==> config.mk <==
export PLATFORM = sky130hd
export DESIGN_NAME = mix_columns_xor
export DESIGN_NICKNAME = d
export VERILOG_FILES = /design/src/rtl/mix_columns_xor.sv
export SDC_FILE = /design/constraint.sdc
export NUM_CORES = 1
export LEC_CHECK = 0
export BUFFER_PORTS_ARGS = -buffer_cell sky130_fd_sc_hd__buf_2
export CAP_MARGIN = 20
export CORE_AREA = 2 2 210 212
export CTS_CLUSTER_DIAMETER = 100
export CTS_CLUSTER_SIZE = 40
export DETAILED_ROUTE_END_ITERATION = 10
export DIE_AREA = 0 0 212 214
export GPL_TIMING_DRIVEN = 0
export PLACE_DENSITY_LB_ADDON = 0.3
export SLEW_MARGIN = 20
export SYNTH_ARGS = -nofsm -noshare
export SYNTH_HDL_FRONTEND = slang
export SYNTH_SLANG_ARGS = --single-unit
==> constraint.sdc <==
create_clock -name clk -period 1.8 [get_ports clk]
set_input_delay 0.27 -clock clk [delete_from_list [all_inputs] [get_ports clk]]
set_output_delay 0.27 -clock clk [all_outputs]
set_load 0.03 [all_outputs]
==> src/rtl/mix_columns_xor.sv <==
// Purpose: AES MixColumns on a 16-byte state, XORed with round key and mask; plus one Rcon key byte.
// Latency: 1 cycle, one result per cycle, back-to-back inputs accepted.
// Backpressure: none; in_valid only qualifies capture, outputs hold when in_valid is low.
module mix_columns_xor (
    input  logic       clk,
    input  logic       rst_n,
    input  logic       in_valid,
    input  logic [7:0] G0, input logic [7:0] G1, input logic [7:0] G2, input logic [7:0] G3,
    input  logic [7:0] G4, input logic [7:0] G5, input logic [7:0] G6, input logic [7:0] G7,
    input  logic [7:0] G8, input logic [7:0] G9, input logic [7:0] GA, input logic [7:0] GB,
    input  logic [7:0] GC, input logic [7:0] GD, input logic [7:0] GE, input logic [7:0] GF,
    input  logic [7:0] H0, input logic [7:0] H1, input logic [7:0] H2, input logic [7:0] H3,
    input  logic [7:0] H4, input logic [7:0] H5, input logic [7:0] H6, input logic [7:0] H7,
    input  logic [7:0] H8, input logic [7:0] H9, input logic [7:0] HA, input logic [7:0] HB,
    input  logic [7:0] HC, input logic [7:0] HD, input logic [7:0] HE, input logic [7:0] HF,
    input  logic [7:0] T0, input logic [7:0] T1, input logic [7:0] T2, input logic [7:0] T3,
    input  logic [7:0] T4, input logic [7:0] T5, input logic [7:0] T6, input logic [7:0] T7,
    input  logic [7:0] T8, input logic [7:0] T9, input logic [7:0] TA, input logic [7:0] TB,
    input  logic [7:0] TC, input logic [7:0] TD, input logic [7:0] TE, input logic [7:0] TF,
    input  logic [7:0] KC,
    input  logic [7:0] Rcon_in,
    output logic [7:0] R0, output logic [7:0] R1, output logic [7:0] R2, output logic [7:0] R3,
    output logic [7:0] R4, output logic [7:0] R5, output logic [7:0] R6, output logic [7:0] R7,
    output logic [7:0] R8, output logic [7:0] R9, output logic [7:0] RA, output logic [7:0] RB,
    output logic [7:0] RC, output logic [7:0] RD, output logic [7:0] RE, output logic [7:0] RF,
    output logic [7:0] KAC,
    output logic       out_valid
);

    // Multiply by x in GF(2^8), reducing by x^8+x^4+x^3+x+1.
    function automatic logic [7:0] xtime(input logic [7:0] b);
        return {b[6:0], 1'b0} ^ (b[7] ? 8'h1B : 8'h00);
    endfunction

    // Multiply by x+1 in GF(2^8).
    function automatic logic [7:0] mul3(input logic [7:0] b);
        return xtime(b) ^ b;
    endfunction

    // Byte index i = 4*column + row throughout.
    logic [7:0] w_g [16];
    logic [7:0] w_h [16];
    logic [7:0] w_t [16];
    logic [7:0] w_r [16];
    logic [7:0] w_kac;

    logic [7:0] r_r [16];
    logic [7:0] r_kac;
    logic       r_out_valid;

    assign w_g = '{G0, G1, G2, G3, G4, G5, G6, G7, G8, G9, GA, GB, GC, GD, GE, GF};
    assign w_h = '{H0, H1, H2, H3, H4, H5, H6, H7, H8, H9, HA, HB, HC, HD, HE, HF};
    assign w_t = '{T0, T1, T2, T3, T4, T5, T6, T7, T8, T9, TA, TB, TC, TD, TE, TF};

    assign w_kac = KC ^ Rcon_in;

    // Per-column MixColumns, then fold in round key and mask byte-wise.
    always_comb begin
        for (int c = 0; c < 4; c++) begin
            w_r[4*c+0] = xtime(w_g[4*c+0]) ^ mul3(w_g[4*c+1]) ^ w_g[4*c+2] ^ w_g[4*c+3]
                       ^ w_h[4*c+0] ^ w_t[4*c+0];
            w_r[4*c+1] = w_g[4*c+0] ^ xtime(w_g[4*c+1]) ^ mul3(w_g[4*c+2]) ^ w_g[4*c+3]
                       ^ w_h[4*c+1] ^ w_t[4*c+1];
            w_r[4*c+2] = w_g[4*c+0] ^ w_g[4*c+1] ^ xtime(w_g[4*c+2]) ^ mul3(w_g[4*c+3])
                       ^ w_h[4*c+2] ^ w_t[4*c+2];
            w_r[4*c+3] = mul3(w_g[4*c+0]) ^ w_g[4*c+1] ^ w_g[4*c+2] ^ xtime(w_g[4*c+3])
                       ^ w_h[4*c+3] ^ w_t[4*c+3];
        end
    end

    // Output registers: capture on in_valid, otherwise hold; out_valid tracks last in_valid.
    always_ff @(posedge clk or negedge rst_n) begin
        if (!rst_n) begin
            for (int i = 0; i < 16; i++) begin
                r_r[i] <= 8'h00;
            end
            r_kac       <= 8'h00;
            r_out_valid <= 1'b0;
        end else begin
            r_out_valid <= in_valid;
            if (in_valid) begin
                for (int i = 0; i < 16; i++) begin
                    r_r[i] <= w_r[i];
                end
                r_kac <= w_kac;
            end
        end
    end

    assign R0 = r_r[0];   assign R1 = r_r[1];   assign R2 = r_r[2];   assign R3 = r_r[3];
    assign R4 = r_r[4];   assign R5 = r_r[5];   assign R6 = r_r[6];   assign R7 = r_r[7];
    assign R8 = r_r[8];   assign R9 = r_r[9];   assign RA = r_r[10];  assign RB = r_r[11];
    assign RC = r_r[12];  assign RD = r_r[13];  assign RE = r_r[14];  assign RF = r_r[15];

    assign KAC       = r_kac;
    assign out_valid = r_out_valid;

endmodule

==> flow_summary_export.csv <==
group,metric,value,unit
yosys,synthCells,967,
floorplan,ios,540,
yosys,synth_area_leaders,"xnor2_1, dfrtp_1, mux2_2, xor2_1, xnor3_1",
drt,drtPass1Iterations,4,
yosys,syn_area,11600,µm²
yosys,synth.most_common_cell,"xnor2_1",
setup_path,end_kind,"flip-flop",
run_status,outcome,"completed",
final_layout,drive_gt1_share,47.1,%
power,peakVddDrop,0.574,mV
timing,slew_headroom,29.5,%
floorplan,initial_utilization,27.0,%
setup_path,critPathKind,"input pin to flip-flop",
yosys,synth_top_area_share,33.4,%
placed_design,post-dp-hpwl,32.8,mm
drt,routed_wl,38.8,mm
floorplan,die-height,214,µm
clocking,cts_sinks,137,
placed_design,globalplace.congestion,0.873,
global_route,grt_remaining_overflow,0,
setup_path,reg2reg_to,"R1[2]$_DFFE_PN0P_",
yosys,yosysUniqueCellTypes,13,
power,p_leak,0.00701,µW
final_layout,antenna_cells,0,
timing,hold_violations,0,
drt,viasPerCell,4.13,
setup_path,reg2regPathDepth,1,
timing,setup_viol,0,
yosys,synth-seq-cells,137,
yosys,seq_area_frac_synth,29.6,%
setup_path,crit_start,"in_valid",
clocking,numCtsBuffers,17,
drt,dr_wl_met3,2.32,mm
drt,ant_nets,0,
global_route,grt_max_degree,70,
drt,wl_per_cell,18.4,µm
final_layout,fin_cells,2111,
yosys,async_reset_ff_share,100,%
setup_path,crit_path_end,"R3[2]$_DFFE_PN0P_",
clocking,cts-htree-levels,4,
timing,tns,0,ns
job,maxCapViolCount,0,
yosys,yosysTopAreaCell,"xnor2_1",
final_layout,area_growth,34.7,%
clocking,clk_pin_slew,0.06,ns
setup_path,worstPathMaxFanout,10,
yosys,synth_ff_type,"dfrtp_1",
yosys,ys_top_cells_by_count,"xnor2_1, xor2_1, dfrtp_1",
timing,clock.fmax,611,MHz
global_route,antenna_found_initial,0,
clocking,cts-root-buf,"clkbuf_16",
floorplan,coreArea,42900,µm²
drt,vias,8710,
setup_path,startpoint_type,"input pin",
global_route,grt.total_usage,17.1,%
timing,fin_crit_sh,90.9,%
final_layout,fin_nets,1916,
power,p_per_area,1190,nW/µm²
timing,finalClockSkew,0,ns
min_path,worstHoldPathType,"input pin to flip-flop",
drt,drtIter0Drc,249,
timing,grt_setup_unrepaired,"false",
placed_design,io_buffers,524,
timing,min_period,1.64,ns
placed_design,dp.cells,2077,
global_route,grt_pass1_vias,9532,
setup_path,r2r_setup_slack,1.01,ns
drt,route.met2.wl,19.9,mm
clocking,cts_tree,"done",
yosys,synth_fp_nets,1370,
yosys,ys_warn_count,0,
global_route,grt_first_pass_wirelength,57.3,mm
drt,top_layer,"met4",
setup_path,cp.arrival,1.95,ns
setup_path,required,2.11,ns
floorplan,die_x,212,µm
drt,drc,0,
timing,drv_slew,0,
floorplan,row_count,76,
clocking,clock_path_buffers,2,
floorplan,dieArea,45400,µm²
clocking,clock_latency,0.43,ns
yosys,syn_area_per_cell,12.0,µm²
yosys,synth-edff-count,0,
timing,worst_slew_pin_slew,1.06,ns
setup_path,crit-reg2reg-launch,"R1[2]$_DFFE_PN0P_",
drt,routedLengthMet1,15.5,mm
-- sequential cells by signal, indices dropped and copies added, names as in the netlist, 8 cells and up --
register and flops:
KAC 8, R0 8, R1 8, R2 8, R3 8, R4 8, R5 8, R6 8
R7 8, R8 8, R9 8, RA 8, RB 8, RC 8, RD 8, RE 8
RF 8
-- cell type report --
cell class                      instances  area [µm²]
Multi-Input combinational cell        799        8030
Timing Repair Buffer                  527        2680
Tap cell                              585         732
Buffer                                 31         140
Clock buffer                           18         429
Sequential cell                       137        3430
Clock inverter                         14         173
Fill cell                            4357       27300
-- per-stage QoR --
stage	utilization [%]	hold WS, ns	worst slack [ns]	cell area [µm²]	total power (µW)
final	36.4	0.121	0.164	15600	18600
after global routing	36.4	0.0985	0.0261	15600	19700
after CTS	36.4	0.0843	0.0761	15600	18900
after detailed placement	34.9	0.276	-0.603	15000	15100
after global placement	34.8	0.440	-1.84	14900	14900
after floorplan	-	-0.0256	0.186	11600	11800
-- cells by family after synthesis --
group	share of synthesized area, %
xor+xnor	56.2
flops	29.6
mux	12.5
buf+inv	1.17
compound gates	0.346
simple gates	0.259
-- timing repair --
| item | 4_1_cts | 5_1_grt |
|---|---|---|
| resized for setup | 3 | 1 |
| buffers inserted | 0 | 0 |
| hold buffers | 2 | 0 |
| hold endpoints to repair | 69 | 0 |
| setup endpoints to repair | 30 | 4 |
-- critical path: stages --
cell      delay (ns)
buf_2           0.11
clkbuf_1        0.31
clkbuf_1        0.83
mux2_2          0.42
-- where the power goes --
group | switching (µW) | internal (µW)
Clock | 1520 | 2190
Sequential | 626 | 4370
Combinational | 5800 | 4120
-- cell usage in the layout (no fill, tap or decap) --
master | synthesis | final
clkbuf_16 | 0 | 17
a21oi_1 | 8 | 8
xnor2_2 | 11 | 11
clkinv_2 | 0 | 3
buf_16 | 0 | 1
inv_6 | 0 | 2
clkbuf_1 | 12 | 12
xor2_2 | 4 | 4
dfrtp_1 | 137 | 137
clkinvlp_4 | 0 | 2
buf_8 | 0 | 1
mux2_4 | 1 | 1
xor2_1 | 150 | 150
clkinv_4 | 0 | 4
buf_1 | 4 | 1
clkbuf_2 | 0 | 2
xnor3_1 | 48 | 48
nor2_1 | 8 | 8
bufinv_16 | 0 | 3
dlygate4sd3_1 | 0 | 2
xnor2_1 | 442 | 442
mux2_2 | 127 | 127
buf_2 | 15 | 540
-- metal layers --
metal	track usage [%]	up-vias
met5	0	-
met4	6.13	0
met3	4.08	43
met2	31.4	328
met1	19.0	4136
li1	-	4203
-- worst min path at each step --
stage,startpoint,to,slack (ns),depth (start not counted)
global route,KC[3],KAC[3]$_DFFE_PN0P_,0.1,3
floorplan,rst_n,KAC[0]$_DFFE_PN0P_,-0.03,0
CTS,KC[3],KAC[3]$_DFFE_PN0P_,0.08,3
global placement,in_valid,out_valid$_DFF_PN0_,0.44,1
detailed placement,rst_n,RD[6]$_DFFE_PN0P_,0.28,1
finish,KC[3],KAC[3]$_DFFE_PN0P_,0.12,3
Power figures use the tool's default switching activity.
